--- config.mk ---
export PLATFORM = sky130hd
export DESIGN_NAME = sevenseg_scan_ctrl
export DESIGN_NICKNAME = d
export VERILOG_FILES = /design/src/rtl/sevenseg_pkg.sv /design/src/rtl/sevenseg_scan_ctrl_hex7seg.sv /design/src/rtl/sevenseg_scan_ctrl.sv
export SDC_FILE = /design/constraint.sdc
export NUM_CORES = 1
export LEC_CHECK = 0
export CAP_MARGIN = 5
export CORE_ASPECT_RATIO = 0.8
export CORE_MARGIN = 3
export CORE_UTILIZATION = 52
export CTS_CLUSTER_DIAMETER = 60
export DETAILED_ROUTE_END_ITERATION = 12
export MAX_ROUTING_LAYER = met4
export PLACE_DENSITY = 0.87
export SETUP_SLACK_MARGIN = 0.4
export SYNTH_ARGS = -nofsm -noshare
export SYNTH_HDL_FRONTEND = slang
export SYNTH_SLANG_ARGS = --single-unit
--- constraint.sdc ---
create_clock -name clk_7seg -period 6.03 [get_ports clk_7seg]
set_input_delay 1.206 -clock clk_7seg [delete_from_list [all_inputs] [get_ports clk_7seg]]
set_output_delay 1.206 -clock clk_7seg [all_outputs]
set_load 0.03 [all_outputs]
--- src/rtl/sevenseg_pkg.sv ---
// Shared types and hex-to-segment decode for the 7-segment scan controller.
// Pure definitions: no latency, no flow control.
package sevenseg_pkg;

    typedef enum logic {
        BLANK = 1'b0,
        DRIVE = 1'b1
    } state_e;

    localparam logic [6:0] SEG_BLANK = 7'b1111111;

    // Active-low {a,b,c,d,e,f,g}
    function automatic logic [6:0] hex_to_seg(input logic [3:0] nib);
        logic [6:0] seg;
        case (nib)
            4'h0: seg = 7'b0000001;
            4'h1: seg = 7'b1001111;
            4'h2: seg = 7'b0010010;
            4'h3: seg = 7'b0000110;
            4'h4: seg = 7'b1001100;
            4'h5: seg = 7'b0100100;
            4'h6: seg = 7'b0100000;
            4'h7: seg = 7'b0001111;
            4'h8: seg = 7'b0000000;
            4'h9: seg = 7'b0000100;
            4'hA: seg = 7'b0001000;
            4'hB: seg = 7'b1100000;
            4'hC: seg = 7'b0110001;
            4'hD: seg = 7'b1000010;
            4'hE: seg = 7'b0110000;
            default: seg = 7'b0111000;
        endcase
        return seg;
    endfunction

endpackage

--- src/rtl/sevenseg_scan_ctrl_hex7seg.sv ---
// Nibble to active-low 7-segment pattern; combinational, zero latency.
// No flow control.
module hex7seg
    import sevenseg_pkg::*;
(
    input  logic [3:0] nib,
    output logic [6:0] seg
);

    assign seg = hex_to_seg(nib);

endmodule

--- src/rtl/sevenseg_scan_ctrl.sv ---
// 8-digit 7-segment scanner: per-frame tear-free snapshot, blank gap per digit, mask, PWM brightness.
// an/sev_out lag the scan FSM by one cycle; no backpressure. SEVENSEG_LZB_EN adds leading-zero blanking.
module sevenseg_scan_ctrl
    import sevenseg_pkg::*;
#(
    parameter int  BLANK_CYCLES = 2,
    parameter int  DWELL_CYCLES = 16,
    localparam int BRIGHT_W     = $clog2(DWELL_CYCLES)
) (
    input  logic                clk_7seg,
    input  logic                Rst,
    input  logic                src_sel,
    input  logic [31:0]         core_data,
    input  logic [31:0]         mmio_data,
    input  logic [7:0]          digit_mask,
    input  logic [BRIGHT_W-1:0] brightness,
    output logic [7:0]          an,
    output logic [6:0]          sev_out,
    output logic                frame_tick
);

    localparam int MAX_CYCLES = (BLANK_CYCLES > DWELL_CYCLES) ? BLANK_CYCLES : DWELL_CYCLES;
    localparam int CNT_W      = $clog2(MAX_CYCLES);
    localparam logic [CNT_W-1:0] BLANK_LAST = CNT_W'(BLANK_CYCLES - 1);
    localparam logic [CNT_W-1:0] DWELL_LAST = CNT_W'(DWELL_CYCLES - 1);

    state_e              state, state_nxt;
    logic [2:0]          digit, digit_nxt;
    logic [CNT_W-1:0]    cnt, cnt_nxt;
    logic                frame_start;

    logic [31:0]         snap_data;
    logic [7:0]          snap_mask;
    logic [BRIGHT_W-1:0] snap_bright;
    logic [7:0]          lz_en;
    logic [3:0]          cur_nib;
    logic [6:0]          cur_seg;
    logic                drive_on;

    always_ff @(posedge clk_7seg) begin
        if (Rst) begin
            state <= BLANK;
            digit <= 3'd0;
            cnt   <= '0;
        end else begin
            state <= state_nxt;
            digit <= digit_nxt;
            cnt   <= cnt_nxt;
        end
    end

    always_comb begin
        state_nxt = state;
        digit_nxt = digit;
        cnt_nxt   = cnt + CNT_W'(1);
        case (state)
            BLANK: begin
                if (cnt == BLANK_LAST) begin
                    state_nxt = DRIVE;
                    cnt_nxt   = '0;
                end
            end
            DRIVE: begin
                if (cnt == DWELL_LAST) begin
                    state_nxt = BLANK;
                    digit_nxt = digit + 3'd1;
                    cnt_nxt   = '0;
                end
            end
            default: begin
                state_nxt = BLANK;
                cnt_nxt   = '0;
            end
        endcase
    end

    // First blank cycle of digit 0 is the only point where the display inputs are sampled.
    assign frame_start = (state == BLANK) && (digit == 3'd0) && (cnt == '0);

    always_ff @(posedge clk_7seg) begin
        if (Rst) begin
            snap_data   <= 32'd0;
            snap_mask   <= 8'd0;
            snap_bright <= '0;
        end else if (frame_start) begin
            snap_data   <= src_sel ? core_data : mmio_data;
            snap_mask   <= digit_mask;
            snap_bright <= brightness;
        end
    end

`ifdef SEVENSEG_LZB_EN
    // Digit i is shown when it or any more-significant nibble is nonzero; digit 0 always.
    always_comb begin
        lz_en    = 8'd0;
        lz_en[7] = (snap_data[31:28] != 4'd0);
        for (int i = 6; i >= 0; i--) begin
            lz_en[i] = lz_en[i+1] || (snap_data[4*i +: 4] != 4'd0);
        end
        lz_en[0] = 1'b1;
    end
`else
    assign lz_en = 8'hFF;
`endif

    assign cur_nib  = snap_data[{digit, 2'b00} +: 4];
    assign drive_on = (state == DRIVE) && snap_mask[digit] && lz_en[digit]
                      && (cnt <= CNT_W'(snap_bright));

    hex7seg u_hex7seg (
        .nib (cur_nib),
        .seg (cur_seg)
    );

    always_ff @(posedge clk_7seg) begin
        if (Rst) begin
            an         <= 8'hFF;
            sev_out    <= SEG_BLANK;
            frame_tick <= 1'b0;
        end else begin
            an         <= drive_on ? ~(8'd1 << digit) : 8'hFF;
            sev_out    <= drive_on ? cur_seg : SEG_BLANK;
            frame_tick <= frame_start;
        end
    end

endmodule

==> impl_metrics.csv <==
group,metric,value,unit
pwr,seq_power_share,41.8,%
clock_network,htreeDepth,3,
pwr,clkPwrFrac,29.5,%
layout,nets,521,
grt,grt_overflow_total,0,
timing,finalClockSkew,0.009636,ns
synthesis,synth_top_area_cell,"dfxtp_1",
timing,tightest_slew,1.023,ns
layout,drive_gt1_share,7.477,%
placement,hpwl,5747,um
pwr,switchingPower,415.3,uW
grt,grt_use_total,22.16,%
synthesis,syn_area_per_cell,9.773,sq um
timing,slew_viol_final,0,
layout,multi_input_area,1824,sq um
worst_setup_path,path_max_fanout,12,
die,die_w,95.90,um
route,top_layer_used,"met4",
clock_network,cts_resized,0,
route,wl_met1,3371,um
die,io_pins,95,
timing,tns,0,ns
route,drc,0,
clock_network,root_buffer,"clkbuf_8",
synthesis,synth_edf_count,0,
route,first_pass_iters,4,
timing,hold_viol_final,0,
synthesis,synth_cell_type_count,38,
synthesis,yosysSeqAreaShare,40.49,%
clock_network,cts.clk_slew.worst_paths,0.07,ns
clock_network,clk-insertion-delay-late,0.34,ns
timing,finalSetupViolations,0,
clock_network,holdBufCountCts,0,
timing,rsz0062_at_grt,"false",
grt,grt_pass1_vias,2584,
route,antenna_left,0,
status,run_status,"finished, final reports clean",
synthesis,synth.area.top_cells,"dfxtp_1 (40%), mux2i_1 (12%), a211oi_1 (7.4%)",
clock_network,cts.sinks,68,
route,wl_met3,436,um
placement,gp_congestion,0.8581,
layout,register_area,1361,sq um
die,die_area,7473,sq um
timing,slew_headroom,31.31,%
placement,io_buffer_count,94,
pwr,power_frac_comb,28.7,%
route,met2_length,3768,um
pwr,swShare,30.89,%
clock_network,cts_buffers,9,
clock_network,cts_tree,"done",
timing,min_period_over_period,49.51,%
route,wire_per_inst,15.07,um
synthesis,yosysMostFrequentCell,"dfxtp_1",
pwr,finalPower,1.345,mW
synthesis,synthArstFlopShare,0,%
synthesis,syn_area,3362,sq um
pwr,intPower,929.4,uW
worst_setup_path,worstPathArrival,3.16,ns
die,die_height,77.92,um
synthesis,synthCells,344,
clock_network,postCtsSetupRepairBufs,0,
grt,grt_first_pass_wirelength,12460,um
route,vias,2738,
die,core_area,6068,sq um
grt,grt_max_degree,77,
layout,area.growth.synth_to_final,33.35,%
pwr,p_leak,1.796,nW
worst_setup_path,worstPathRequired,6.21,ns
synthesis,yosysWarnings,0,
synthesis,synth.top_cell.area_share,40.49,%
pwr,power_density,300.0,nW/um^2
placement,placed_area,4274,sq um
timing,timing.fmax,335.0,MHz
worst_setup_path,worstSetupPathType,"reg -> reg",
route,initialDrtViolationCount,109,
run,drv_cap,0,
die,num_rows,25,
synthesis,synth_nets,442,
clock_network,clockBufferDepth,2,
layout,diodes,0,
layout,fillers,431,
route,drt-total-wl,7672,um
hold_path,hold_class,"reg -> reg",
synthesis,synthTopCellsByCount,"dfxtp_1 (68), nor2_1 (45), mux2i_1 (41)",
worst_setup_path,cp-start-kind,"register",
route,vias_per_cell,5.379,
die,start_util,55.40,%
synthesis,synthFlopType,"dfxtp_1",
worst_setup_path,worst_setup_path_end_kind,"register",
pwr,vdd_ir_drop_max,0.1179,mV
grt,antenna_found_initial,0,
synthesis,ys_ff_latch,68,
layout,final_area,4483,sq um
timing,fin_crit,2.986,ns
-- metrics by stage --
| stage | setup WS [ns] | hold WS [ns] | cells | util [%] |
|---|---|---|---|---|
| 4_1_cts | 3.039 | 0.4560 | 509 | 73.88 |
| 5_1_grt | 2.833 | 0.4849 | 509 | 73.88 |
| 3_5_place_dp | 3.053 | 0.4467 | 493 | 70.43 |
| 2_1_floorplan | 3.663 | 0.4331 | 344 | - |
| 3_3_place_gp | 3.242 | 0.4432 | 493 | 70.43 |
| 6_report | 3.045 | 0.4568 | 509 | 73.88 |
-- layout by cell type (no fill, tap or decap), types with 3 or more instances in the layout --
cell	instances
clkdlybuf4s50_1	92
dfxtp_1	68
nor2_1	45
mux2i_1	41
a211oi_1	33
nand2_1	29
ha_1	19
a21oi_1	17
inv_1	12
nand4_1	10
mux4_2	9
clkbuf_8	9
nand3_1	6
clkbuf_1	3
-- kinds of logic (layout without fill, tap and decap cells) --
group,count (synthesis),in the layout,share of synthesized area [%]
adder cells (fa/ha/maj),19,19,7.071
buffers and inverters,40,124,5.284
flip-flops,68,68,40.49
XOR/XNOR,3,3,0.7817
multiplexers,55,55,21.10
AND/OR/NAND/NOR,102,102,13.55
AO/OA/AOI/OAI,57,57,11.72
-- worst max-delay path, stage by stage (launching register included) --
cell and delay [ns]:
dfxtp_1 0.76, mux4_1 0.68, mux2i_1 0.42, inv_1 0.16
ha_1 0.26, or3b_1 0.37, o221ai_1 0.08, nand3_1 0.09
-- final timing paths --
path,startpoint,endpoint,slack (ns),depth (start not counted)
hold reg to reg,snap_mask[2],snap_mask[2],0.46,2
setup reg to reg,digit[0],sev_out[6],3.04,7
setup / recovery,digit[0],sev_out[6],3.04,7
hold / removal,snap_mask[2],snap_mask[2],0.46,2
-- area by class of cell --
class                      instances  area share (%)
multi-input combinational        236           40.69
sequential                        68           30.37
timing repair buffer              95           20.93
clock buffer                      12           3.014
tap                               81           2.261
clock inverter                     4           1.647
inverter                          13           1.088
-- per-layer routing --
layer	track usage [%]	vias up
li1	-	1389
met1	27.21	1257
met2	35.53	82
met3	6.008	10
met4	6.818	0
met5	-	-
-- state kept, by name, indices dropped and copies added, names as in the netlist --
signal,flops
snap_data,32
an,8
snap_mask,8
sev_out,7
cnt,4
snap_bright,4
digit,3
frame_tick,1
state,1
-- power groups by stage --
| stage | sequential (mW) | clock, mW | combinational, mW |
|---|---|---|---|
| 3_5_place_dp | 0.571 | 0 | 0.384 |
| 2_1_floorplan | 0.559 | 0 | 0.281 |
| 5_1_grt | 0.568 | 0.418 | 0.427 |
| 6_report | 0.562 | 0.397 | 0.386 |
| 3_3_place_gp | 0.568 | 0 | 0.369 |
| 4_1_cts | 0.561 | 0.402 | 0.386 |
Note: power is estimated with default switching activity, not from simulation.
